`config.mk`:
```
export PLATFORM = sky130hd
export DESIGN_NAME = mem_arbiter
export DESIGN_NICKNAME = d
export VERILOG_FILES = /design/src/rtl/mem_arbiter_pkg.sv /design/src/rtl/mem_arbiter_rr_pick.sv /design/src/rtl/mem_arbiter.sv
export SDC_FILE = /design/constraint.sdc
export NUM_CORES = 1
export LEC_CHECK = 0
export ABC_CLOCK_PERIOD_IN_PS = 1640
export BUFFER_PORTS_ARGS = -buffer_cell sky130_fd_sc_hd__buf_2
export CAP_MARGIN = 30
export CORE_ASPECT_RATIO = 2
export CORE_UTILIZATION = 35
export CTS_BUF_LIST = sky130_fd_sc_hd__clkbuf_4
export CTS_CLUSTER_DIAMETER = 150
export DETAILED_ROUTE_END_ITERATION = 8
export PLACE_DENSITY = 0.59
export SYNTH_ARGS = -nofsm -noshare
export SYNTH_HDL_FRONTEND = slang
export SYNTH_SLANG_ARGS = --single-unit
```
`constraint.sdc`:
```
create_clock -name clk -period 1.64 [get_ports clk]
set_input_delay 0.164 -clock clk [delete_from_list [all_inputs] [get_ports clk]]
set_output_delay 0.164 -clock clk [all_outputs]
set_load 0.01 [all_outputs]
```
`src/rtl/mem_arbiter_pkg.sv`:
```
// Shared state encoding and width helpers for the mem_arbiter block and its picker.
package mem_arbiter_pkg;

  typedef enum logic [1:0] {
    IDLE  = 2'd0,
    ISSUE = 2'd1,
    WAIT  = 2'd2,
    RESP  = 2'd3
  } arb_state_e;

  // Down-counter width able to hold the value lat.
  function automatic int cnt_width(input int lat);
    return $clog2(lat + 1);
  endfunction

  function automatic int idx_width(input int n);
    return (n > 1) ? $clog2(n) : 1;
  endfunction

endpackage

```
`src/rtl/mem_arbiter_rr_pick.sv`:
```
// Combinational winner select: round-robin from last+1 when MEMARB_ROUND_ROBIN_EN is
// defined, otherwise fixed priority with the lowest index winning.
module rr_pick
  import mem_arbiter_pkg::*;
#(
  parameter int NCORES = 2,
  parameter int IDX_W  = idx_width(NCORES)
) (
`ifdef MEMARB_ROUND_ROBIN_EN
  input  logic [IDX_W-1:0]  last,
`endif
  input  logic [NCORES-1:0] req,
  output logic [NCORES-1:0] grant,
  output logic [IDX_W-1:0]  idx
);

`ifdef MEMARB_ROUND_ROBIN_EN
  // Walk the cores cyclically starting just after the previous winner.
  always_comb begin
    logic [IDX_W-1:0] pos;
    logic             found;
    grant = '0;
    idx   = '0;
    found = 1'b0;
    pos   = '0;
    for (int k = 1; k <= NCORES; k++) begin
      pos = IDX_W'((int'(last) + k) % NCORES);
      if (!found && req[pos]) begin
        found      = 1'b1;
        grant[pos] = 1'b1;
        idx        = pos;
      end
    end
  end
`else
  always_comb begin
    grant = '0;
    idx   = '0;
    for (int i = NCORES - 1; i >= 0; i--) begin
      if (req[i]) begin
        grant    = '0;
        grant[i] = 1'b1;
        idx      = IDX_W'(i);
      end
    end
  end
`endif

endmodule

```
`src/rtl/mem_arbiter.sv`:
```
// Shares one synchronous single-port RAM among NCORES cores; round-robin arbitration
// with MEMARB_ROUND_ROBIN_EN defined, fixed lowest-index priority otherwise.
module mem_arbiter
  import mem_arbiter_pkg::*;
#(
  parameter int NCORES  = 2,
  parameter int ADDR_W  = 8,
  parameter int DATA_W  = 8,
  parameter int RAM_LAT = 1
) (
  input  logic                     clk,
  input  logic                     rst,
  input  logic [NCORES-1:0]        rden,
  input  logic [NCORES-1:0]        wren,
  input  logic [NCORES*ADDR_W-1:0] Address,
  input  logic [NCORES*DATA_W-1:0] Din,
  output logic [NCORES*DATA_W-1:0] Dq,
  output logic [NCORES-1:0]        acq,
  output logic [NCORES-1:0]        ack,
  output logic [ADDR_W-1:0]        RAMAddress,
  output logic [DATA_W-1:0]        RAMDin,
  output logic                     RAMwren,
  input  logic [DATA_W-1:0]        RAMq
);

  localparam int IDX_W = idx_width(NCORES);
  localparam int CNT_W = cnt_width(RAM_LAT);

  arb_state_e        state;
  logic [CNT_W-1:0]  wait_cnt;
  logic [IDX_W-1:0]  win;
  logic [IDX_W-1:0]  pick_idx;
  logic [NCORES-1:0] req;
  logic [NCORES-1:0] pick_grant;
  logic              wr_flag;

  assign req = rden | wren;

`ifdef MEMARB_ROUND_ROBIN_EN
  logic [IDX_W-1:0] last;

  // Reset points last at the top core so core 0 is searched first.
  always_ff @(posedge clk) begin
    if (rst) begin
      last <= IDX_W'(NCORES - 1);
    end else if (state == IDLE && |req) begin
      last <= pick_idx;
    end
  end

  rr_pick #(
    .NCORES(NCORES),
    .IDX_W (IDX_W)
  ) u_pick (
    .last (last),
    .req  (req),
    .grant(pick_grant),
    .idx  (pick_idx)
  );
`else
  rr_pick #(
    .NCORES(NCORES),
    .IDX_W (IDX_W)
  ) u_pick (
    .req  (req),
    .grant(pick_grant),
    .idx  (pick_idx)
  );
`endif

  // Grant captured in IDLE is presented to the RAM in ISSUE; the RAM port keeps
  // its last address/data afterwards and only the write strobe is dropped.
  always_ff @(posedge clk) begin
    if (rst) begin
      state      <= IDLE;
      wait_cnt   <= '0;
      win        <= '0;
      wr_flag    <= 1'b0;
      acq        <= '0;
      ack        <= '0;
      Dq         <= '0;
      RAMAddress <= '0;
      RAMDin     <= '0;
      RAMwren    <= 1'b0;
    end else begin
      case (state)
        IDLE: begin
          if (|req) begin
            win        <= pick_idx;
            acq        <= pick_grant;
            wr_flag    <= wren[pick_idx];
            RAMAddress <= Address[pick_idx*ADDR_W +: ADDR_W];
            RAMDin     <= Din[pick_idx*DATA_W +: DATA_W];
            RAMwren    <= wren[pick_idx];
            state      <= ISSUE;
          end
        end
        ISSUE: begin
          RAMwren  <= 1'b0;
          wait_cnt <= CNT_W'(RAM_LAT);
          state    <= WAIT;
        end
        WAIT: begin
          if (wait_cnt == CNT_W'(1)) begin
            if (!wr_flag) begin
              Dq[win*DATA_W +: DATA_W] <= RAMq;
            end
            ack   <= acq;
            state <= RESP;
          end else begin
            wait_cnt <= wait_cnt - 1'b1;
          end
        end
        RESP: begin
          ack   <= '0;
          acq   <= '0;
          state <= IDLE;
        end
        default: state <= IDLE;
      endcase
    end
  end

endmodule

```
==> out/results.txt <==
The flow ran to the end, and the final reports show no timing, DRC or antenna violations. Adding up every negative setup slack in the final design gives 0 ps. The synthesized netlist contains 37 unique library cells. Setup-violating endpoint count in the final report: 0. The category of the worst setup path launch point is a flip-flop.

Across the routed clock network, the largest skew measured is 7.28 ps. The source of the worst hold timing path was RAMq[3]. Timing analysis after detailed placement gives a worst setup slack of 172 ps. The number of iterations in the first detailed-routing pass is 4, and the violation count after the first detailed-route iteration is 22. For this run, design rule violations remaining after detail routing come to 0. For the pin with the worst max-slew slack, the measured transition is 519 ps.

TritonCTS built the clock tree. Count of endpoints failing hold in the final timing report: 0. The largest voltage drop on the vdd net was 1.06 mV; the cell count of the worst reg-to-reg path was 5. The via-per-instance ratio works out to 5.17.

After routing the design area is 2420 sq um. Input and output buffers added on the ports amount to 82. For the worst setup path, the data arrival time is 1770 ps. The tool flagged a number of max-cap violations equal to 0. The tools report the startpoint of the worst register-to-register path as state[1]. Subtracting the final worst setup slack from the clock period gives 1490 ps. In the layout the commonest cells are 82 x sky130_fd_sc_hd__buf_2, 42 x sky130_fd_sc_hd__dfxtp_1, 21 x sky130_fd_sc_hd__nand2_1, 21 x sky130_fd_sc_hd__o21ai_0.

The fraction of layout instances using a drive strength above 1 came out at 35.8%. The die is 54.1 microns wide. The initial cell density of the core came out at 36.7%. The HPWL after detailed placement was 3670 microns. The post-synthesis net count came out at 272. The reg-to-reg critical path endpoint was state[1].

The number of setup buffers added after CTS was 0. The worst setup path is of the flip-flop to flip-flop kind. For this design the ratio of total power to cell area is 1390 nW/um^2. Along the worst path, the maximum fanout reaches 10. The mean cell area of the mapped netlist is 8.61 sq um. Wires add up to 4900 microns. The region available for standard cell placement spans 5180 sq um. Data on the critical path is required at its endpoint by 1920 ps.

Based on the critical path, the design can be clocked at up to 669 MHz. Across all setup checks in the final design, the least slack found is 146 ps. The tools report the number of antenna violations at the first check in global routing as 0.

The logs give 0.00107 uW for the leakage power and 65.4% for the remaining max-slew budget at the tightest pin. The worst hold path terminates at Dq[11]. Hold repair after CTS inserted 0 buffers.

The number of cells on the worst hold path was 3. The logs give 0 for the final max-slew violation count and 340 ps for the clock network latency to the later pin of the worst-skew pair. The number of placed I/O pins was 83; the wire length of the first global-routing pass was 7900 microns. The path type of the worst min-delay path was primary input to flip-flop. In the final routed layout, each cell accounts on average for 13.7 microns. Global routing used 18.5% of the available tracks. The detail route stage leaves a number of antenna-violating nets equal to 0. The root cell of the clock tree was sky130_fd_sc_hd__clkbuf_4. Of the synthesized area, sequential elements account for 44.2%.

The worst setup path is captured at a flip-flop. Total CTS buffers: 5. For the total congestion overflow, the log shows 0.

The synthesis-stage register bit count was 42; the via count of the first global-routing pass was 1769. The via count is 1845, and the post-synthesis cell area is 1900 sq um. Setup repair after global routing left no endpoint under its margin. In the finished design, the share of the clock period the worst path needs comes to 91.1%. The clock net in this run drives a total of 42 sinks. The clock-pin slew of the registers on the worst-case setup and hold paths works out to 120 ps. Counting every instance in the synthesized netlist gives 221.

Entering global routing, the biggest net connects 37 pins. Counting along the longest clock path gives a buffer depth of 2. The logs give 0 for the synthesis warning total and 350 for the final-stage net count. The die covers 5750 sq um. In this run the vertical extent of the chip is 106 microns. The post-place instance area was 2350 sq um; the number of gates given a new drive strength after cts was 0.

Routability-driven placement finished with a final weighted congestion of 0.744. Row generation in the floorplan step produced 37 rows. The library cell used most frequently in the layout, excluding fill and tap cells, is sky130_fd_sc_hd__buf_2. The setup slack of the most critical reg-to-reg path was 150 ps; the number of antenna repair diodes was 0.

Area added between synthesis and finish: 27.2%. The number of H-tree levels came out at 2.
## state kept, by name, summed over array words and instances (netlist names)
| register | cells |
|---|---|
| acq | 2 |
| win | 1 |
| RAMDin | 8 |
| ack | 2 |
| RAMAddress | 8 |
| state | 2 |
| wait_cnt | 1 |
| wr_flag | 1 |
| Dq | 16 |
| RAMwren | 1 |
## where the power goes
group / switching [uW] / total (uW) / internal [uW]
registers: 160 / 1420 / 1260
logic: 736 / 1330 / 597
clock network: 319 / 628 / 309
## metrics by stage
stage	hold WS [ps]	total power [uW]	cells	utilization, %
4_1_cts	34.6	3440	357	46.7
6_report	50.5	3380	357	46.7
2_1_floorplan	300	2410	221	-
3_3_place_gp	416	2770	350	45.3
5_1_grt	34.0	3660	357	46.7
3_5_place_dp	421	2790	350	45.3
## critical path: stages (launching register included)
cell                      delay (ps)
sky130_fd_sc_hd__dfxtp_1         410
sky130_fd_sc_hd__inv_1           100
sky130_fd_sc_hd__ha_1            220
sky130_fd_sc_hd__buf_4           170
sky130_fd_sc_hd__a32oi_1         310
sky130_fd_sc_hd__mux2i_1         230
## cell type report
type                       count  area, sq um
timing repair buffer          92          498
sequential                    42          841
tap                           58         72.6
clock buffer                   5         37.5
inverter                       5         18.8
fill                         555         2760
clock inverter                 2         33.8
multi-input combinational    153          920
## cell usage after synthesis
master                      n  area, sq um
sky130_fd_sc_hd__a211oi_2   1         12.5
sky130_fd_sc_hd__a21oi_1   10         50.1
sky130_fd_sc_hd__a22oi_1    2         15.0
sky130_fd_sc_hd__a311o_1    1         10.0
sky130_fd_sc_hd__a31oi_1   18          113
sky130_fd_sc_hd__a32oi_1    1         8.76
sky130_fd_sc_hd__and3b_1    1         8.76
sky130_fd_sc_hd__and4b_1    1         10.0
sky130_fd_sc_hd__and4bb_2   1         12.5
sky130_fd_sc_hd__buf_1      1         3.75
sky130_fd_sc_hd__buf_2      4         20.0
sky130_fd_sc_hd__buf_4      1         7.51
sky130_fd_sc_hd__buf_6      3         33.8
sky130_fd_sc_hd__buf_8      1         15.0
sky130_fd_sc_hd__clkbuf_1   9         33.8
sky130_fd_sc_hd__clkbuf_2   2         10.0
sky130_fd_sc_hd__dfxtp_1   42          841
sky130_fd_sc_hd__ha_1       5         62.6
sky130_fd_sc_hd__inv_1      5         18.8
sky130_fd_sc_hd__mux2i_1   10          100
sky130_fd_sc_hd__nand2_1   21         78.8
sky130_fd_sc_hd__nand2b_1   1         6.26
sky130_fd_sc_hd__nand3_1   18         90.1
sky130_fd_sc_hd__nand3b_1   2         15.0
sky130_fd_sc_hd__nand4_1    1         6.26
sky130_fd_sc_hd__nand4b_1   1         8.76
sky130_fd_sc_hd__nor2_1    17         63.8
sky130_fd_sc_hd__nor2b_1    1         6.26
sky130_fd_sc_hd__nor3b_1    1         7.51
sky130_fd_sc_hd__o211a_1    1         10.0
sky130_fd_sc_hd__o211ai_1   1         7.51
sky130_fd_sc_hd__o21ai_0   21          105
sky130_fd_sc_hd__o21ai_1    7         35.0
sky130_fd_sc_hd__o21ai_2    6         52.6
sky130_fd_sc_hd__o41a_1     1         11.3
sky130_fd_sc_hd__or2_1      1         6.26
sky130_fd_sc_hd__or2_2      1         6.26
## per-layer routing
metal / wire (microns) / share of wire, % / vias to the layer above / GRT usage, %
li1: - / - / 936 / -
met1: 1820 / 37 / 831 / 18.9
met2: 2720 / 56 / 71 / 33.9
met3: 257 / 5.3 / 7 / 4.01
met4: 97 / 2.0 / 0 / 7.14
met5: 0 / 0 / - / 0
## logic make-up after synthesis
logic type	Yosys count	share of synthesized area (%)
compound gates	70	22.6
fa+ha+maj	5	3.29
buf+inv	26	7.49
flops	42	44.2
mux	10	5.26
simple gates	68	17.2
## worst max-delay path by stage
stage | to | cells past startpoint | slack [ps] | from
CTS | state[1] | 5 | 150 | state[1]
detailed placement | Dq[4] | 5 | 170 | state[0]
finish | state[1] | 5 | 150 | state[1]
floorplan | Dq[0] | 7 | 190 | state[0]
global placement | Dq[4] | 5 | 220 | state[0]
global route | state[1] | 5 | 2 | state[1]
Power figures use the tool's default switching activity.
